===== src/rtl/unison_frame_readout.sv =====
// Unison frame readout: synchronised event counting on NUM_CORES I/Q channels,
// frame snapshot and LANES-bit serial readout. Optional macro: UNISON_SATURATE_EN.

module unison_chan_cnt #(
  parameter int CNT_W = 12
) (
  input  logic             clk_master,
  input  logic             rstb,
  input  logic             ev_edge,
  input  logic             up,
  input  logic             clr,
  output logic [CNT_W-1:0] cnt_o
);
  localparam logic [CNT_W-1:0] ONE = {{(CNT_W-1){1'b0}}, 1'b1};
`ifdef UNISON_SATURATE_EN
  localparam logic [CNT_W-1:0] MAXV = {1'b0, {(CNT_W-1){1'b1}}};
  localparam logic [CNT_W-1:0] MINV = {1'b1, {(CNT_W-1){1'b0}}};
`endif

  logic [CNT_W-1:0] cnt_q, cnt_d, base;

  // A snapshot clears the counter but a coincident event still lands on the fresh value
  always_comb begin
    base  = clr ? '0 : cnt_q;
    cnt_d = base;
    if (ev_edge) begin
`ifdef UNISON_SATURATE_EN
      if (up && base != MAXV)       cnt_d = base + ONE;
      else if (!up && base != MINV) cnt_d = base - ONE;
`else
      cnt_d = up ? base + ONE : base - ONE;
`endif
    end
  end

  always_ff @(posedge clk_master or negedge rstb) begin
    if (!rstb) cnt_q <= '0;
    else       cnt_q <= cnt_d;
  end

  assign cnt_o = cnt_q;
endmodule

module unison_frame_readout #(
  parameter int NUM_CORES = 8,
  parameter int CNT_W     = 12,
  parameter int LANES     = 2
) (
  input  logic                 clk_master,
  input  logic                 rstb,
  input  logic                 ud_en,
  input  logic [NUM_CORES-1:0] ev_I,
  input  logic [NUM_CORES-1:0] ev_Q,
  input  logic [NUM_CORES-1:0] dir_I,
  input  logic [NUM_CORES-1:0] dir_Q,
  input  logic                 frame_start,
  output logic [LANES-1:0]     read_out_I,
  output logic [LANES-1:0]     read_out_Q,
  output logic                 frame_valid,
  output logic                 overrun
);
  localparam int SR_W      = NUM_CORES * CNT_W;
  localparam int FRAME_CYC = SR_W / LANES;
  localparam int CW        = $clog2(FRAME_CYC + 1);
  localparam int NCH       = 2 * NUM_CORES;
  localparam int NS        = NCH + 1;

  logic [NS-1:0] sync1_q, sync2_q, sync3_q, edges;
  logic [NCH-1:0] ev_edge, up;
  logic [NCH-1:0][CNT_W-1:0] cnt;
  logic [SR_W-1:0] snap_i, snap_q, sr_i_q, sr_q_q;
  logic [CW-1:0] cyc_q;
  logic valid_q, ovr_q, fs_edge, busy, take;

  // Bit NS-1 is frame_start; below it Q channels then I channels
  always_ff @(posedge clk_master or negedge rstb) begin
    if (!rstb) begin
      sync1_q <= '0;
      sync2_q <= '0;
      sync3_q <= '0;
    end else begin
      sync1_q <= {frame_start, ev_Q, ev_I};
      sync2_q <= sync1_q;
      sync3_q <= sync2_q;
    end
  end

  assign edges   = sync2_q & ~sync3_q;
  assign fs_edge = edges[NS-1];
  assign ev_edge = edges[NCH-1:0];
  assign up      = {NCH{~ud_en}} | {dir_Q, dir_I};

  // The last frame cycle counts as idle so frames can run back to back
  assign busy = valid_q && (cyc_q != '0);
  assign take = fs_edge && !busy;

  for (genvar c = 0; c < NCH; c++) begin : g_ch
    unison_chan_cnt #(.CNT_W(CNT_W)) u_cnt (
      .clk_master (clk_master),
      .rstb       (rstb),
      .ev_edge    (ev_edge[c]),
      .up         (up[c]),
      .clr        (take),
      .cnt_o      (cnt[c])
    );
  end

  always_comb begin
    snap_i = '0;
    snap_q = '0;
    for (int c = 0; c < NUM_CORES; c++) begin
      snap_i[SR_W-1-c*CNT_W -: CNT_W] = cnt[c];
      snap_q[SR_W-1-c*CNT_W -: CNT_W] = cnt[NUM_CORES+c];
    end
  end

  always_ff @(posedge clk_master or negedge rstb) begin
    if (!rstb) begin
      sr_i_q  <= '0;
      sr_q_q  <= '0;
      cyc_q   <= '0;
      valid_q <= 1'b0;
      ovr_q   <= 1'b0;
    end else begin
      if (fs_edge && busy) ovr_q <= 1'b1;
      if (take) begin
        sr_i_q  <= snap_i;
        sr_q_q  <= snap_q;
        cyc_q   <= CW'(FRAME_CYC - 1);
        valid_q <= 1'b1;
      end else if (valid_q) begin
        if (cyc_q == '0) begin
          valid_q <= 1'b0;
        end else begin
          cyc_q  <= cyc_q - 1'b1;
          sr_i_q <= sr_i_q << LANES;
          sr_q_q <= sr_q_q << LANES;
        end
      end
    end
  end

  assign read_out_I  = valid_q ? sr_i_q[SR_W-1 -: LANES] : '0;
  assign read_out_Q  = valid_q ? sr_q_q[SR_W-1 -: LANES] : '0;
  assign frame_valid = valid_q;
  assign overrun     = ovr_q;
endmodule


===== config.mk =====
export PLATFORM = sky130hd
export DESIGN_NAME = unison_frame_readout
export DESIGN_NICKNAME = d
export VERILOG_FILES = /design/src/rtl/unison_frame_readout.sv
export SDC_FILE = /design/constraint.sdc
export NUM_CORES = 1
export LEC_CHECK = 0
export CAP_MARGIN = 0
export CORE_MARGIN = 4
export CORE_UTILIZATION = 45
export CTS_CLUSTER_SIZE = 10
export DETAILED_ROUTE_END_ITERATION = 16
export GPL_ROUTABILITY_DRIVEN = 0
export PLACE_DENSITY = 0.73
export SLEW_MARGIN = 20
export SYNTH_ARGS = -nofsm -noshare
export SYNTH_HDL_FRONTEND = slang
export SYNTH_HIERARCHICAL = 1
export SYNTH_SLANG_ARGS = --single-unit

===== constraint.sdc =====
create_clock -name clk_master -period 7.4 [get_ports clk_master]
set_clock_uncertainty 0.2 [all_clocks]
set_input_delay 1.48 -clock clk_master [delete_from_list [all_inputs] [get_ports clk_master]]
set_output_delay 1.48 -clock clk_master [all_outputs]
set_load 0.03 [all_outputs]

== Yosys cells after proc, flatten, opt, wreduce, memory -nomap -nowiden ==
Cells that the tools add are included.

* Add/subtract/negate cells: 33
* Multipliers: 0
* Div/mod/pow operators: 0
* $lt $le $gt $ge: 0
* Equality and inequality tests: 1
* Shift operators: 0
* Mux-type cells: 62
* Bitwise operators: 4
* Reductions and logical operators: 8

{| class="wikitable"
|+ Operators by type and width
! cell !! number
|-
| $mux 12 || 48
|-
| $mux 96 || 6
|-
| $add 12x1->12 const B || 16
|-
| $sub 12x1->12 const B || 16
|-
| $mux 6 || 3
|-
| $and 17x17->17 || 1
|-
| $not 17->17 || 1
|-
| $or 16x16->16 || 1
|-
| $logic_not 6->1 || 1
|-
| $reduce_bool 6->1 || 1
|-
| $sub 6x1->6 const B || 1
|-
| $mux 2 || 2
|-
| $logic_and 1x1->1 || 3
|-
| $mux 1 || 3
|-
| $ne 2x1->1 const B || 1
|-
| $reduce_and 2->1 || 1
|-
| $reduce_bool 2->1 || 1
|-
| $logic_not 1->1 || 1
|-
| $not 1->1 || 1
|}

* Bits in registers: 443
* Latch bits: 0
* Bits in writable memories: 0
* Memory bits (read-only): 0
* Bits of input ports: 36
* Output and inout port bits: 6
* Logic and storage cells: 132
* Memories: 0

== Logic depth before layout (Yosys ltp) ==
Gate-level depths: netlist (run 1).

* Word-level depth: 8
* Depth in mapped cells: 15
* Depth with buffers taken out: 12

== By module ==
The synthesis (run 1) kept the hierarchy.

{| class="wikitable"
|+ By module, submodules not included
! module !! instances !! cells an instance !! area each (µm²) !! seq. area each (µm²)
|-
| unison_chan_cnt at g_ch[0].u_cnt ... || 10 || 115 || 1,086.0 || 300.3
|-
| unison_frame_readout || 1 || 1,175 || 10,462.5 || 6,281.0
|-
| unison_chan_cnt at g_ch[4].u_cnt ... || 6 || 109 || 1,078.5 || 300.3
|}

== Worst setup path after synthesis (run 1) ==
Ideal clock, no wire load.

* Kind: register -> register
* Start point: reg cyc_q[0]
* End point: reg g_ch[0].u_cnt.cnt_q[8]
* Setup time: 0.131 ns
* Arrival: 5.117 ns
* Required time: 7.069 ns
* Setup slack: 1.951 ns
* Stages on the path, launching flop included: 15
* Path buffers: 2
* Period minus slack after synthesis: 5.449 ns
* Cells stage by stage: dfrtp_1 inv_1 ha_1 nand2b_1 o41a_1 clkbuf_1 nor2_1 clkbuf_1 nor2b_1 fa_1 a21o_2 a221o_1 a21oi_1 nor4b_1 or3_1

* Longest elaborated chain between the ends: 8
* Elaborated cells on any way between the ends: 9
* Classes of those cells: add/sub (2); mux (3); reduce/logical (4)

{| class="wikitable"
|+ Ends and longest elaborated chain
! item !! line !! text
|-
| from (decl) || 72 || <nowiki>logic [CW-1:0] cyc_q;</nowiki>
|-
| from (signal assigned) || 129 || <nowiki>cyc_q <= CW'(FRAME_CYC - 1);</nowiki>
|-
| from (signal assigned) || 135 || <nowiki>cyc_q <= cyc_q - 1'b1;</nowiki>
|-
| $reduce_bool 6->1 (*) || 94 || <nowiki>assign busy = valid_q && (cyc_q != '0);</nowiki>
|-
| $logic_and 1x1->1 (*) || 94 ||
|-
| $logic_not 1->1 (*) || 95 || <nowiki>assign take = fs_edge && !busy;</nowiki>
|-
| $logic_and 1x1->1 (*) || 95 ||
|-
| net take || 73 || <nowiki>logic valid_q, ovr_q, fs_edge, busy, take;</nowiki>
|-
| $mux 12 (*) || 24 || <nowiki>base = clr ? '0 : cnt_q;</nowiki>
|-
| $sub 12x1->12 or $add 12x1->12 (tied branches) || 31 || <nowiki>cnt_d = up ? base + ONE : base - ONE;</nowiki>
|-
| $mux 12 || 31 ||
|-
| $mux 12 (*) || 26 || <nowiki>if (ev_edge) begin</nowiki>
|-
| net g_ch[0].u_cnt.cnt_d[8] || 20 || <nowiki>logic [CNT_W-1:0] cnt_q, cnt_d, base;</nowiki>
|-
| to (signal assigned) || 38 || <nowiki>else cnt_q <= cnt_d;</nowiki>
|-
| to (decl) || 20 ||
|}

The timed path passes the listed nets; every way through them passes the cells marked *.
A chain may end at the register's enable or synchronous reset.

== Final worst setup path (run 1) ==
* Start point: reg cyc_q[0]
* End point: reg g_ch[11].u_cnt.cnt_q[11]

* Longest elaborated chain between the ends: 8
* Elaborated cells on any way between the ends: 9
* Classes of those cells: add/sub (2); mux (3); reduce/logical (4)

{| class="wikitable"
|+ Ends and longest elaborated chain
! item !! line
|-
| $reduce_bool 6->1 (*) || 94
|-
| $logic_and 1x1->1 (*) || 94
|-
| $logic_not 1->1 (*) || 95
|-
| $logic_and 1x1->1 (*) || 95
|-
| net take || 73
|-
| $mux 12 (*) || 24
|-
| $sub 12x1->12 or $add 12x1->12 (tied branches) || 31
|-
| $mux 12 || 31
|-
| $mux 12 (*) || 26
|-
| net g_ch[11].u_cnt.cnt_d[11] || 20
|-
| to (signal assigned) || 38
|-
| to (decl) || 20
|}

Marks and branches as above.

==> results.toml, run 1 <==
[floorplanning]
num_rows = 90
ios = 42
core_um2 = 60700
start_util_pct = 45.8
dieArea_um2 = 65800
die_y_um = 257
die_w_um = 257

[sta]
slew_headroom_pct = 27.3
worst_pin_slew_ns = 1.09
fin_crit_sh_pct = 68.1
rsz0062_at_grt = "no"
report.final.hold_viol_count = 0
slew_viol_final = 0
min_period_ns = 5.04
finalSetupViolCount = 0
tns_ns = 0
max_freq_mhz = 198

[synth]
synth_area_leaders = "dfrtp_1 (40%), ha_1 (8.0%), nand2_1 (6.6%)"
synthesis.area_um2 = 27800
synth_edf_count = 0
yosysTopAreaCell = "dfrtp_1"
ys_types = 61
synth_nets = 3209
synthCells = 2979
syn_avg_cell_area_um2 = 9.33
synth_top_area_share_pct = 39.9
ys_ff_latch = 443
ys.flop_type = "dfrtp_1"
seq_area_frac_synth_pct = 39.9
yosys_warnings = 6
synthArstFlopShare_pct = 100

[routing]
vias_per_cell = 5.72
drt-total-wl_um = 57300
wl_per_cell_um = 15.3
drtPass1Iterations = 5
drc_errors = 0
drtAntennaViolNets = 0
num_vias = 21500
first_iter_violations = 1327

[pwr]
combinationalPowerShare_pct = 46.3
p_per_area_nw_per_um2 = 400
peakVddDrop_uv = 202
seqPwrFrac_pct = 33.3
p_leak_nw = 13.1
power.switching_mw = 4.62
sw_frac_of_total_pct = 38.1
clockPowerShare_pct = 20.4
internal_power_mw = 7.50

[finish]
antenna_cells = 0
multi_input_comb_area_um2 = 15900
num-fill-cells = 5469
instances_no_fill = 3759
nets = 3180
regArea_um2 = 11100
area_delta_synth_final_pct = 9.06
drive_gt1_share_pct = 10.2

[critical_path]
critPathMostFrequentCell = "ha_1"
crit_fanout = 50
cpLargestDelayFamily = "compound AO/OA/AOI/OAI gates"
crit_chain = "inv_1, ha_1, nand2b_1, o41a_1, nor2_4, buf_4, and2b_1, ha_1, nand2_1, a2111oi_4, nor3_1, a2111oi_0, o2111ai_1"
start_kind = "register"
cpPeakStageDelay_ns = 0.72
arrival_ns = 5.28
path_class = "register to register"
cp_slowest_cell = "nor2_4"
worst_setup_path_end_kind = "register"
crit_buf_inv = 2
cp.required_ns = 7.64

[clocking]
cts_tree = "built"
cts.sinks = 443
cts_setup_buffers = 0
cts_max_level = 2
cts_buffers = 54
clock_latency_ns = 0.60
path_clk_slew_ns = 0.05
clock-root-buffer = "clkbuf_16"
cts_resized = 0
ctsHoldBuffers = 0
cts.path.max_buffers = 3

[status]
status = "finished clean"

[hold_path]
hp-class = "register to register"

[grt]
grt-ovfl-total = 0
grt_pass1_vias = 20900
grt_start_max_net_pins = 123
grt_first_pass_wirelength_um = 99200
antenna_found_initial = 2
grt.total_usage_pct = 17.2

[placed_design]
dp_hpwl_um = 36800
numPortBuffers = 41
post-place-cells = 3676

[job]
cap_violations = 0
==> cell families after synthesis <==
kind of cell / Yosys count / synth area share [%]
mux: 130 / 5.32
fa+ha+maj: 194 / 9.17
buf+inv: 181 / 3.16
xor+xnor: 140 / 4.41
flops: 443 / 39.9
simple gates: 1247 / 21.9
compound gates: 644 / 16.2
==> Yosys cell counts, types with 11 or more instances <==
| cell type | instances |
|---|---|
| mux2_2 | 118 |
| a21o_1 | 17 |
| nor2b_1 | 193 |
| nand3_1 | 37 |
| fa_1 | 16 |
| a221o_1 | 32 |
| xor2_1 | 38 |
| nor3b_1 | 21 |
| and2_1 | 16 |
| and3_1 | 19 |
| dfrtp_1 | 443 |
| nand4_1 | 32 |
| nand2_1 | 491 |
| nand4b_1 | 16 |
| buf_2 | 59 |
| inv_1 | 18 |
| o22ai_1 | 16 |
| buf_1 | 11 |
| nand2b_1 | 35 |
| clkbuf_1 | 59 |
| a211o_1 | 16 |
| a21oi_1 | 175 |
| o311ai_1 | 12 |
| nor2_1 | 248 |
| a31oi_1 | 204 |
| nor3_1 | 37 |
| o21ai_0 | 39 |
| xnor2_1 | 102 |
| o211ai_1 | 13 |
| o2111ai_1 | 20 |
| ha_1 | 178 |
| nor4b_1 | 20 |
| a21o_2 | 22 |
==> cell usage in the layout (no fill, tap or decap), types with 23 or more instances in the layout <==
master and count:
nand2_1 491, dfrtp_1 443, nor2_1 247, a31oi_1 204
nor2b_1 190, ha_1 178, a21oi_1 175, mux2_2 118
xnor2_1 102, clkbuf_16 55, o21ai_0 39, clkdlybuf4s50_1 39
xor2_1 38, nand3_1 37, nor3_1 37, nand2b_1 34
a221o_1 32, nand4_1 32, buf_4 23
==> routing by layer <==
metal  share of wire (%)  routed length [µm]  track usage, %  vias up
met5                   0                   0               0        -
met4                 2.3                1320            4.96        0
met3                 3.5                2010            2.19       97
met2                  46               26600            28.8      338
met1                  48               27400            23.5    10400
li1                    -                   -               -    10600
==> final timing paths <==
kind,from,to,slack (ns),depth (start not counted)
worst max-delay path,cyc_q[0]$_DFFE_PN0P_,g_ch[11].u_cnt/cnt_o[11]$_DFF_PN0_,2.36,13
worst min-delay path,sync1_q[3]$_DFF_PN0_,sync2_q[3]$_DFF_PN0_,0.15,0
worst max register to register,cyc_q[0]$_DFFE_PN0P_,g_ch[11].u_cnt/cnt_o[11]$_DFF_PN0_,2.36,13
worst min register to register,sync1_q[3]$_DFF_PN0_,sync2_q[3]$_DFF_PN0_,0.15,0
max in group asynchronous,rstb,g_ch[7].u_cnt/cnt_o[6]$_DFF_PN0_,5.04,2
min in group asynchronous,rstb,g_ch[11].u_cnt/cnt_o[11]$_DFF_PN0_,0.68,1
==> power groups by stage <==
| stage | Combinational, mW | Sequential (mW) | Clock [mW] |
|---|---|---|---|
| final | 5.61 | 4.03 | 2.47 |
| after global routing | 6.36 | 4.17 | 2.64 |
| after CTS | 5.62 | 4.04 | 2.55 |
| after detailed placement | 5.59 | 4.05 | 0 |
| after global placement | 5.47 | 4.05 | 0 |
| after floorplan | 4.72 | 3.87 | 0 |
==> state kept, by name, indices dropped and copies added, names as in the netlist <==
signal	flops
cyc_q	6
frame_valid	1
g_ch.u_cnt/cnt_o	192
overrun	1
sr_i_q	96
sr_q_q	96
sync1_q	17
sync2_q	17
sync3_q	17
==> worst register-to-register path: stages, from the launching register on <==
cell and delay [ns]:
dfrtp_1 0.41, inv_1 0.09, ha_1 0.15, nand2b_1 0.11
o41a_1 0.57, nor2_4 0.72, buf_4 0.58, and2b_1 0.30
ha_1 0.41, nand2_1 0.17, a2111oi_4 0.43, nor3_1 0.11
a2111oi_0 0.44, o2111ai_1 0.20
==> cell type report <==
type / instances / area share (%)
Clock inverter: 8 / 0.289
Sequential cell: 443 / 36.6
Clock buffer: 75 / 5.05
Inverter: 28 / 0.347
Multi-Input combinational cell: 2355 / 52.4
Tap cell: 782 / 3.23
Timing Repair Buffer: 68 / 2.16
==> metrics by stage <==
step	power, mW	setup WS (ns)	instance area [µm²]	hold WS, ns	utilization (%)
detailed placement	9.65	2.34	28700	0.135	47.3
finish	12.1	2.36	30300	0.146	49.9
floorplan	8.59	1.95	27800	0.131	-
CTS	12.2	2.35	30300	0.146	49.9
global placement	9.51	2.51	28700	0.132	47.3
global route	13.2	2.04	30300	0.148	49.9
No activity file was read; power rests on OpenSTA's default activity.
==> inputs of run 2 (changes only) <==
--- a/config.mk
+++ b/config.mk
@@ -11,7 +11,7 @@
 export CTS_CLUSTER_SIZE = 10
 export DETAILED_ROUTE_END_ITERATION = 16
 export GPL_ROUTABILITY_DRIVEN = 0
-export PLACE_DENSITY = 0.73
+export PLACE_DENSITY = 0.75
 export SLEW_MARGIN = 20
 export SYNTH_ARGS = -nofsm -noshare
 export SYNTH_HDL_FRONTEND = slang
==> constraint.sdc (replaced) <==
create_clock -name clk_master -period 4.5 [get_ports clk_master]
set_clock_uncertainty 0.2 [all_clocks]
set_input_delay 0.9 -clock clk_master [delete_from_list [all_inputs] [get_ports clk_master]]
set_output_delay 0.9 -clock clk_master [all_outputs]
set_load 0.03 [all_outputs]
==> run 2 against run 1 <==
  * Maximum frequency increased by 24%
  * Non-clock buffer count rose by 15
  * Sequential power up 65%
  * Sequential cell count is the same
  * First-iteration DRC count grew 19%
  * Global-route usage is essentially flat
  * Via count hardly changed
  * Die area stayed put
  * Critical endpoint is now g_ch[15].u_cnt/cnt_o[11]$_DFF_PN0_
  * Highest routed layer unchanged
==> results.toml, run 2 (synthesis gave the netlist of run 1 again) <==
[routing]
vias_per_cell = 5.71
drtPass1Iterations = 6
drt-total-wl_um = 57300
num_vias = 21500
first_iter_violations = 1575
wl_per_cell_um = 15.2
drtAntennaViolNets = 0
drc_errors = 0

[critical_path]
r2r_cells = 14
crit_cells = 14
crit_path_start = "cyc_q[0]$_DFFE_PN0P_"
crit_buf_inv = 3
r2r_slack_ns = 0.45
start_kind = "register"
rr_startpoint = "cyc_q[0]$_DFFE_PN0P_"
endpoint = "g_ch[15].u_cnt/cnt_o[11]$_DFF_PN0_"
cpPeakStageDelay_ns = 0.48
cp.required_ns = 4.75
timing.rr.end = "g_ch[15].u_cnt/cnt_o[11]$_DFF_PN0_"
crit_chain = "inv_1, ha_1, nand2b_1, o41a_1, nor2_4, buf_12, buf_12, nor2b_1, ha_1, nand2_1, a2111oi_4, nor3_1, a2111oi_0, o2111ai_1"
cp_slowest_cell = "a2111oi_0"
path_class = "register to register"
arrival_ns = 4.30
crit_fanout = 44
worst_setup_path_end_kind = "register"
cpLargestDelayFamily = "compound AO/OA/AOI/OAI gates"

[sta]
report.final.hold_viol_count = 0
worst_pin_slew_ns = 0.922
finalSetupViolCount = 0
min_period_ns = 4.05
slew_viol_final = 0
tns_ns = 0
fin_crit_sh_pct = 90.0
rsz0062_at_grt = "no"
slew_headroom_pct = 38.5
max_freq_mhz = 247

[pwr]
peakVddDrop_uv = 325
p_per_area_nw_per_um2 = 652
p_leak_nw = 13.1

[finish]
antenna_cells = 0
layout_common_cells = "nand2_1 (491), dfrtp_1 (443), nor2_1 (247)"
fin_area_um2 = 30500
area_delta_synth_final_pct = 9.66
nets = 3194
drive_gt1_share_pct = 10.6
regArea_um2 = 11100
final_common_cell = "nand2_1"
largest_reg_flops = 192
post-route-util_pct = 50.2
num-fill-cells = 5376
instances_no_fill = 3767
multi_input_comb_area_um2 = 15900

[job]
cap_violations = 0

[status]
status = "finished clean"

[floorplanning]
ios = 42
start_util_pct = 45.8
die_y_um = 257
num_rows = 90
core_um2 = 60700
dieArea_um2 = 65800
die_w_um = 257

[placed_design]
post-place-cells = 3691
dp_hpwl_um = 37300
placed_cell_area_um2 = 28900
numPortBuffers = 41

[clocking]
clock-root-buffer = "clkbuf_16"
cts_tree = "built"
cts_max_level = 2
clock_latency_ns = 0.59
cts_buffers = 53
cts.path.max_buffers = 3
cts_resized = 0
ctsHoldBuffers = 0
path_clk_slew_ns = 0.05
cts.sinks = 443
cts_setup_buffers = 0

[grt]
grt_util_met3_pct = 2.48
grt_pass1_vias = 21100
grt-ovfl-total = 0
grt_util_met1_pct = 23.9
grt_first_pass_wirelength_um = 99600
antenna_found_initial = 1
top_usage_layer = "met2"
grt_start_max_net_pins = 156
grtUsageMet2_pct = 28.6
grt.total_usage_pct = 17.2

[hold_path]
hp-class = "register to register"
==> run 2: changes by cell type in the layout (fill, tap and decap cells not counted), sizes merged <==
cell,change
inv,+1
bufinv,-1
clkbuf,-4
clkinv,-3
buf,+15
==> run 2: cell type report <==
type                    count  share of cell area (%)
inverters                  28                   0.345
repair buffers             83                    2.91
flip-flops and latches    443                    36.4
well taps                 782                    3.21
clock inverters             5                  0.0944
clock buffers              71                    5.01
multi-input cells        2355                    52.1
==> run 2: how the worst min path moves through the flow <==
stage,start,endpoint,slack (ns),depth (start not counted)
after detailed placement,sync1_q[6]$_DFF_PN0_,sync2_q[6]$_DFF_PN0_,0.13,0
after global routing,sync1_q[8]$_DFF_PN0_,sync2_q[8]$_DFF_PN0_,0.14,0
after CTS,sync1_q[8]$_DFF_PN0_,sync2_q[8]$_DFF_PN0_,0.14,0
after floorplan,sync1_q[0]$_DFF_PN0_,sync2_q[0]$_DFF_PN0_,0.13,0
final,sync1_q[8]$_DFF_PN0_,sync2_q[8]$_DFF_PN0_,0.13,0
after global placement,sync1_q[6]$_DFF_PN0_,sync2_q[6]$_DFF_PN0_,0.13,0
==> run 2: routing by layer <==
metal,part of all wire (%),up-vias
met2,47,328
li1,-,10700
met5,0,-
met3,3.5,75
met1,48,10400
met4,1.8,0
==> run 2: report_power, final <==
part	switching (mW)	internal, mW	total [mW]
sequential	0.950	5.70	6.65
clock	1.61	2.32	3.93
combinational	5.02	4.27	9.29
total	7.57	12.3	19.9
==> run 2: metrics by stage <==
| stage | power, mW | setup WS [ns] | hold WS [ns] |
|---|---|---|---|
| finish | 19.9 | 0.448 | 0.133 |
| global route | 21.6 | 0.155 | 0.139 |
| CTS | 20.0 | 0.460 | 0.137 |
| detailed placement | 15.9 | 0.409 | 0.135 |
| global placement | 15.6 | 0.495 | 0.132 |
| floorplan | 14.1 | 0.237 | 0.131 |
==> inputs of run 3 (changes only) <==
--- a/config.mk
+++ b/config.mk
@@ -6,14 +6,14 @@
 export NUM_CORES = 1
 export LEC_CHECK = 0
 export CAP_MARGIN = 0
+export CORE_ASPECT_RATIO = 0.8
 export CORE_MARGIN = 4
 export CORE_UTILIZATION = 45
 export CTS_CLUSTER_SIZE = 10
 export DETAILED_ROUTE_END_ITERATION = 16
 export GPL_ROUTABILITY_DRIVEN = 0
 export PLACE_DENSITY = 0.75
-export SLEW_MARGIN = 20
+export SLEW_MARGIN = 10
 export SYNTH_ARGS = -nofsm -noshare
 export SYNTH_HDL_FRONTEND = slang
-export SYNTH_HIERARCHICAL = 1
 export SYNTH_SLANG_ARGS = --single-unit
==> run 3 against run 2 <==
  * Count of clock-buffer cells in the layout fell by 10
  * Clock power fell by 5%
  * Hold slack got worse by 0.018 ns
  * Core utilization fell by 0.58 points
==> results.toml, run 3 <==
[status]
status = "finished clean"

[pwr]
clockPowerShare_pct = 20.4
sw_frac_of_total_pct = 38.3
peakVddDrop_uv = 341
combinationalPowerShare_pct = 43.5
power.switching_mw = 7.04
p_per_area_nw_per_um2 = 635
internal_power_mw = 11.3
seqPwrFrac_pct = 36.1
p_leak_nw = 12.9

[clocking]
clock-root-buffer = "clkbuf_16"
cts.path.max_buffers = 3
cts_resized = 0
cts_tree = "built"
path_clk_slew_ns = 0.06
clock_latency_ns = 0.58
cts_setup_buffers = 0
ctsHoldBuffers = 0
cts_max_level = 2
cts.sinks = 443
cts_buffers = 51

[sta]
finalSetupViolCount = 0
min_period_ns = 4.04
report.final.hold_viol_count = 0
slew_headroom_pct = 33.6
worst_pin_slew_ns = 0.995
tns_ns = 0
fin_crit_sh_pct = 89.8
slew_viol_final = 0
max_freq_mhz = 247
rsz0062_at_grt = "no"
whs_ns = 0.115

[floorplanning]
die_w_um = 280
start_util_pct = 45.5
core_um2 = 58300
dieArea_um2 = 63000
ios = 42
num_rows = 79
die_y_um = 225

[routing]
wl_per_cell_um = 14.5
drtAntennaViolNets = 0
drtPass1Iterations = 6
drc_errors = 0
first_iter_violations = 1549
num_vias = 21000
drt-total-wl_um = 55900
vias_per_cell = 5.46

[critical_path]
worst_setup_path_end_kind = "register"
crit_buf_inv = 3
cp.required_ns = 4.73
start_kind = "register"
cpPeakStageDelay_ns = 0.44
crit_chain = "inv_1, ha_1, nand2b_4, o41ai_4, nand2_4, buf_12, buf_4, and2_1, ha_1, nand2_1, o21ai_0, a211oi_2, nor2_1, a311oi_1, xor2_1, o21ai_1"
crit_fanout = 71
rr_startpoint = "cyc_q[0]$_DFFE_PN0P_"
arrival_ns = 4.27
cp_slowest_cell = "o41ai_4"
cpLargestDelayFamily = "compound AO/OA/AOI/OAI gates"
crit_path_start = "cyc_q[0]$_DFFE_PN0P_"
critPathMostFrequentCell = "ha_1"
path_class = "register to register"

[synth]
yosys_warnings = 0
ys.flop_type = "dfrtp_1"
synth_nets = 3332
syn_avg_cell_area_um2 = 8.51
synthesis.area_um2 = 26500
synthArstFlopShare_pct = 100
ys_types = 55
synth_most_common_cell = "nand2_1"
seq_area_frac_synth_pct = 41.8
synth_area_leaders = "dfrtp_1 (42%), nand2_1 (9.8%), ha_1 (7.6%)"
synthCells = 3119
yosysTopAreaCell = "dfrtp_1"
ys_ff_latch = 443
synth_edf_count = 0
synth_top_area_share_pct = 41.8
synth_top_cells_by_count = "nand2_1 (696), dfrtp_1 (443), nor2_1 (262)"

[grt]
grt_start_max_net_pins = 199
grt_pass1_vias = 20200
grt-ovfl-total = 0
antenna_found_initial = 0
grt_first_pass_wirelength_um = 97500
grt.total_usage_pct = 17.9

[placed_design]
placed_cell_area_um2 = 27500
dp_hpwl_um = 35900
numPortBuffers = 41

[finish]
post-route-util_pct = 49.6
nets = 3286
antenna_cells = 0
layout_common_cells = "nand2_1 (696), dfrtp_1 (443), nor2_1 (262)"
fin_area_um2 = 28900
largest_reg_flops = 192
drive_gt1_share_pct = 4.38
final_common_cell = "nand2_1"
area_delta_synth_final_pct = 9.05

[job]
cap_violations = 0

[hold_path]
hp-class = "primary input to async pin"
==> run 3: cell types whose count changed after synthesis, moves of 33 or more <==
cell	change
nor2b_1	-162
o21ai_0	+158
clkbuf_1	+43
o21ai_1	+33
mux2_2	-112
and2_1	+122
xnor2_1	-37
inv_1	+77
a21oi_1	-48
nand2_1	+205
==> run 3: metrics by stage <==
step,setup slack [ns],power (mW),cells
floorplan,0.700,12.9,3119
global placement,0.373,14.4,3789
detailed placement,0.328,14.6,3789
CTS,0.488,18.5,3852
global route,0.137,20.0,3852
finish,0.457,18.4,3852
==> run 3: final timing paths <==
| path | endpoint | slack (ns) | cells past startpoint |
|---|---|---|---|
| max in group asynchronous | sr_q_q[33]$_DFFE_PN0P_ | 2.93 | 2 |
| worst max-delay path | g_ch[10].u_cnt.cnt_o[9]$_DFF_PN0_ | 0.46 | 16 |
| worst min-delay path | g_ch[5].u_cnt.cnt_o[11]$_DFF_PN0_ | 0.11 | 1 |
| worst min register to register | sync2_q[8]$_DFF_PN0_ | 0.14 | 0 |
| min in group clk_master | sync2_q[8]$_DFF_PN0_ | 0.14 | 0 |
| worst max register to register | g_ch[10].u_cnt.cnt_o[9]$_DFF_PN0_ | 0.46 | 16 |
==> run 3: cells by family after synthesis <==
logic type	Yosys count	share of synthesized area (%)
muxes	27	1.05
adders and majority gates	177	8.80
and+or+nand+nor	1358	23.2
DFF	443	41.8
xor gates and xnor gates	125	4.12
buffers and inverters	256	3.91
AOI/OAI and AO/OA	733	17.2
==> run 3: metal layers <==
layer	share of wire [%]	GRT usage [%]	vias to the layer above
met5	0	0	-
met4	1.5	3.76	0
met3	4.4	2.59	64
met2	43	27.7	338
met1	51	26.9	10000
li1	-	-	10600
==> run 3: area by class of cell <==
cell class | instances | area (µm²)
Fill cell | 5424 | 29400
Sequential cell | 443 | 11100
Inverter | 95 | 357
Clock inverter | 2 | 35.0
Tap cell | 769 | 962
Clock buffer | 61 | 1380
Multi-Input combinational cell | 2420 | 14400
Timing Repair Buffer | 62 | 693
==> run 3: power groups by stage <==
stage / Combinational, mW / Clock (mW) / Sequential, mW
6_report: 7.99 / 3.75 / 6.63
5_1_grt: 9.17 / 4.01 / 6.85
4_1_cts: 7.99 / 3.85 / 6.63
3_5_place_dp: 7.94 / 0 / 6.66
3_3_place_gp: 7.73 / 0 / 6.63
2_1_floorplan: 6.55 / 0 / 6.36
==> patch: new RTL, settings of run 3 <==
Set the parameter `LANES` to 4 (it was 2).
--- a/src/rtl/unison_frame_readout.sv
+++ b/src/rtl/unison_frame_readout.sv
@@ -44,7 +44,7 @@
 module unison_frame_readout #(
   parameter int NUM_CORES = 8,
   parameter int CNT_W     = 12,
-  parameter int LANES     = 2
+  parameter int LANES     = 4
 ) (
   input  logic                 clk_master,
   input  logic                 rstb,
Ports: changed (resized read_out_I and read_out_Q); port bits go from 42 to 46. No check against the original RTL was run, so the function may have changed too.
==> patch against run 3 <==
  * Worst setup slack better by 0.0019 ns
  * Cell area up 0.69%
  * Sequential share of layout area down 0.35 points
  * Area after synthesis up 0.48%
  * Routed wire length up 9.2%
  * Sequential cell count down 1
  * Die area up 0.47%
  * Synthesized cell count up 0.87%
  * Power up 2.5%
  * Largest power group unchanged
==> patch: results <==
[cts]
cts_buffers = 50
h-tree-depth = 2
cts_setup_buffers = 0
clockBufferDepth = 3
clk_pin_slew_ns = 0.05
cts_resized = 0
clockRootBuffer = clkbuf_16
clk_latency_ns = 0.60
cts_hold_buf = 0

[sta]
slew_headroom_pct = 36.66
setup_tns_ns = 0

[layout]
layout-drive-gt1-share_pct = 3.787
largest_reg_flops = 192
fillers = 5387
finalNetCount = 3322

[drt]
drt_iter0_markers = 1977
routed_wl_um = 61110
first_pass_iters = 6
viasPerCell = 5.585
wl_per_cell_um = 15.73

[setup_path]
arrival_ns = 4.27
critical-path-slowest-cell = fa_1
max_stage_delay_ns = 0.47
path_max_fanout = 66
cpLargestDelayFamily = compound AO/OA/AOI/OAI gates

[global_route]
grt_pass1_vias = 20750
grt_use_met3_pct = 3.287
antenna_found_initial = 3
grt_pass1_wl_um = 104300
grt_use_met2_pct = 29.06
gr-usage-met1_pct = 29.49
grtUsageTotal_pct = 19.48
grt_max_degree = 159

[synth]
ys_types = 55
ys_seq_area_share_pct = 41.47
synth_area_leaders = dfrtp_1, nand2_1, ha_1
yosys-top-cells-count = nand2_1, dfrtp_1, nor2_1, o21ai_0, a31oi_1
yosysWarnings = 0
synth_async_sr_flop_share_pct = 100.0
syn_nets = 3360
yosys_most_used_dff = dfrtp_1
postSynthCellCount = 3146

[outcome]
status = complete, no violations

[min_path]
hp-class = in2async

[pwr]
internal-power_mw = 11.24
leakagePower_nw = 12.87
ir_drop_mv = 0.3186

[placement]
hpwl_um = 40080
dp.cells = 3825
port_buffers = 45
pre_cts_ws_ns = 0.1117
## patch: cell types whose count changed in the layout (fill, tap and decap cells not counted), moves of 22 or more
cell / run 3 / this run
nor2_1: 262 / 238
nor2b_1: 30 / 4
a21oi_1: 127 / 161
o21a_1: 16 / 50
o21ai_0: 197 / 222
o21ai_1: 39 / 0
nor3b_1: 38 / 11
o211ai_1: 4 / 26
a21o_1: 23 / 49
## patch: power by group through the flow
stage	clock network [mW]	registers, mW	logic, mW
2_1_floorplan	0	6.33	6.83
3_3_place_gp	0	6.62	8.33
3_5_place_dp	0	6.64	8.50
4_1_cts	3.69	6.61	8.57
5_1_grt	3.86	6.83	9.81
6_report	3.61	6.63	8.59
## patch: layout make-up
cell class / instances / area [um^2] / share of cell area (%)
sequential: 442 / 11060 / 37.95
clock inverter: 2 / 32.53 / 0.1116
multi-input combinational: 2459 / 14670 / 50.33
timing repair buffer: 78 / 815.8 / 2.799
clock buffer: 58 / 1313 / 4.504
tap: 769 / 962.2 / 3.301
antenna: 1 / 2.502 / 0.008586
inverter: 77 / 289.0 / 0.9917
## patch: kinds of logic after synthesis
kind of cell             synth area share, %
AO/OA/AOI/OAI                          19.15
XOR/XNOR                               4.105
adder cells (fa/ha/maj)                8.800
buffers and inverters                  3.645
flip-flops                             41.47
multiplexers                          0.3753
AND/OR/NAND/NOR                        22.46
## patch: final timing paths
kind	startpoint	to	slack, ns	depth (start not counted)
setup / recovery	cyc_q[0]	g_ch[11].u_cnt.cnt_o[10]	0.46	14
hold / removal	rstb	g_ch[12].u_cnt.cnt_o[8]	0.11	1
setup reg to reg	cyc_q[0]	g_ch[11].u_cnt.cnt_o[10]	0.46	14
hold reg to reg	sync1_q[2]	sync2_q[2]	0.14	0
max in group asynchronous	rstb	g_ch[1].u_cnt.cnt_o[7]	2.93	2
min in group clk_master	sync1_q[2]	sync2_q[2]	0.14	0
## patch: layer usage
metal  wire [um]  up-vias  share of wire, %
li1            -    10840                 -
met1       30650    10260                50
met2       25770      512                42
met3        3463       92               5.7
met4        1207        2               2.0
met5          20        -             0.033
## patch: worst reg2reg max path: stages (launching register included)
cell and delay [ns]:
dfrtp_1 0.39, inv_1 0.08, ha_1 0.23, nor4b_4 0.15, o21ai_4 0.22, buf_12 0.31, buf_4 0.38, nand2_1 0.17
fa_1 0.47, nand2b_1 0.18, a21oi_1 0.14, o21ai_0 0.12, a311oi_1 0.44, mux2i_1 0.23, o311ai_0 0.16
## patch: stage by stage
step / hold slack [ns] / area [um^2] / power (mW)
after floorplan: 0.1312 / 26670 / 13.16
after global placement: 0.1323 / 27800 / 14.95
after detailed placement: 0.1356 / 27800 / 15.13
after CTS: 0.1479 / 29140 / 18.88
after global routing: 0.1493 / 29140 / 20.50
final: 0.1140 / 29140 / 18.83
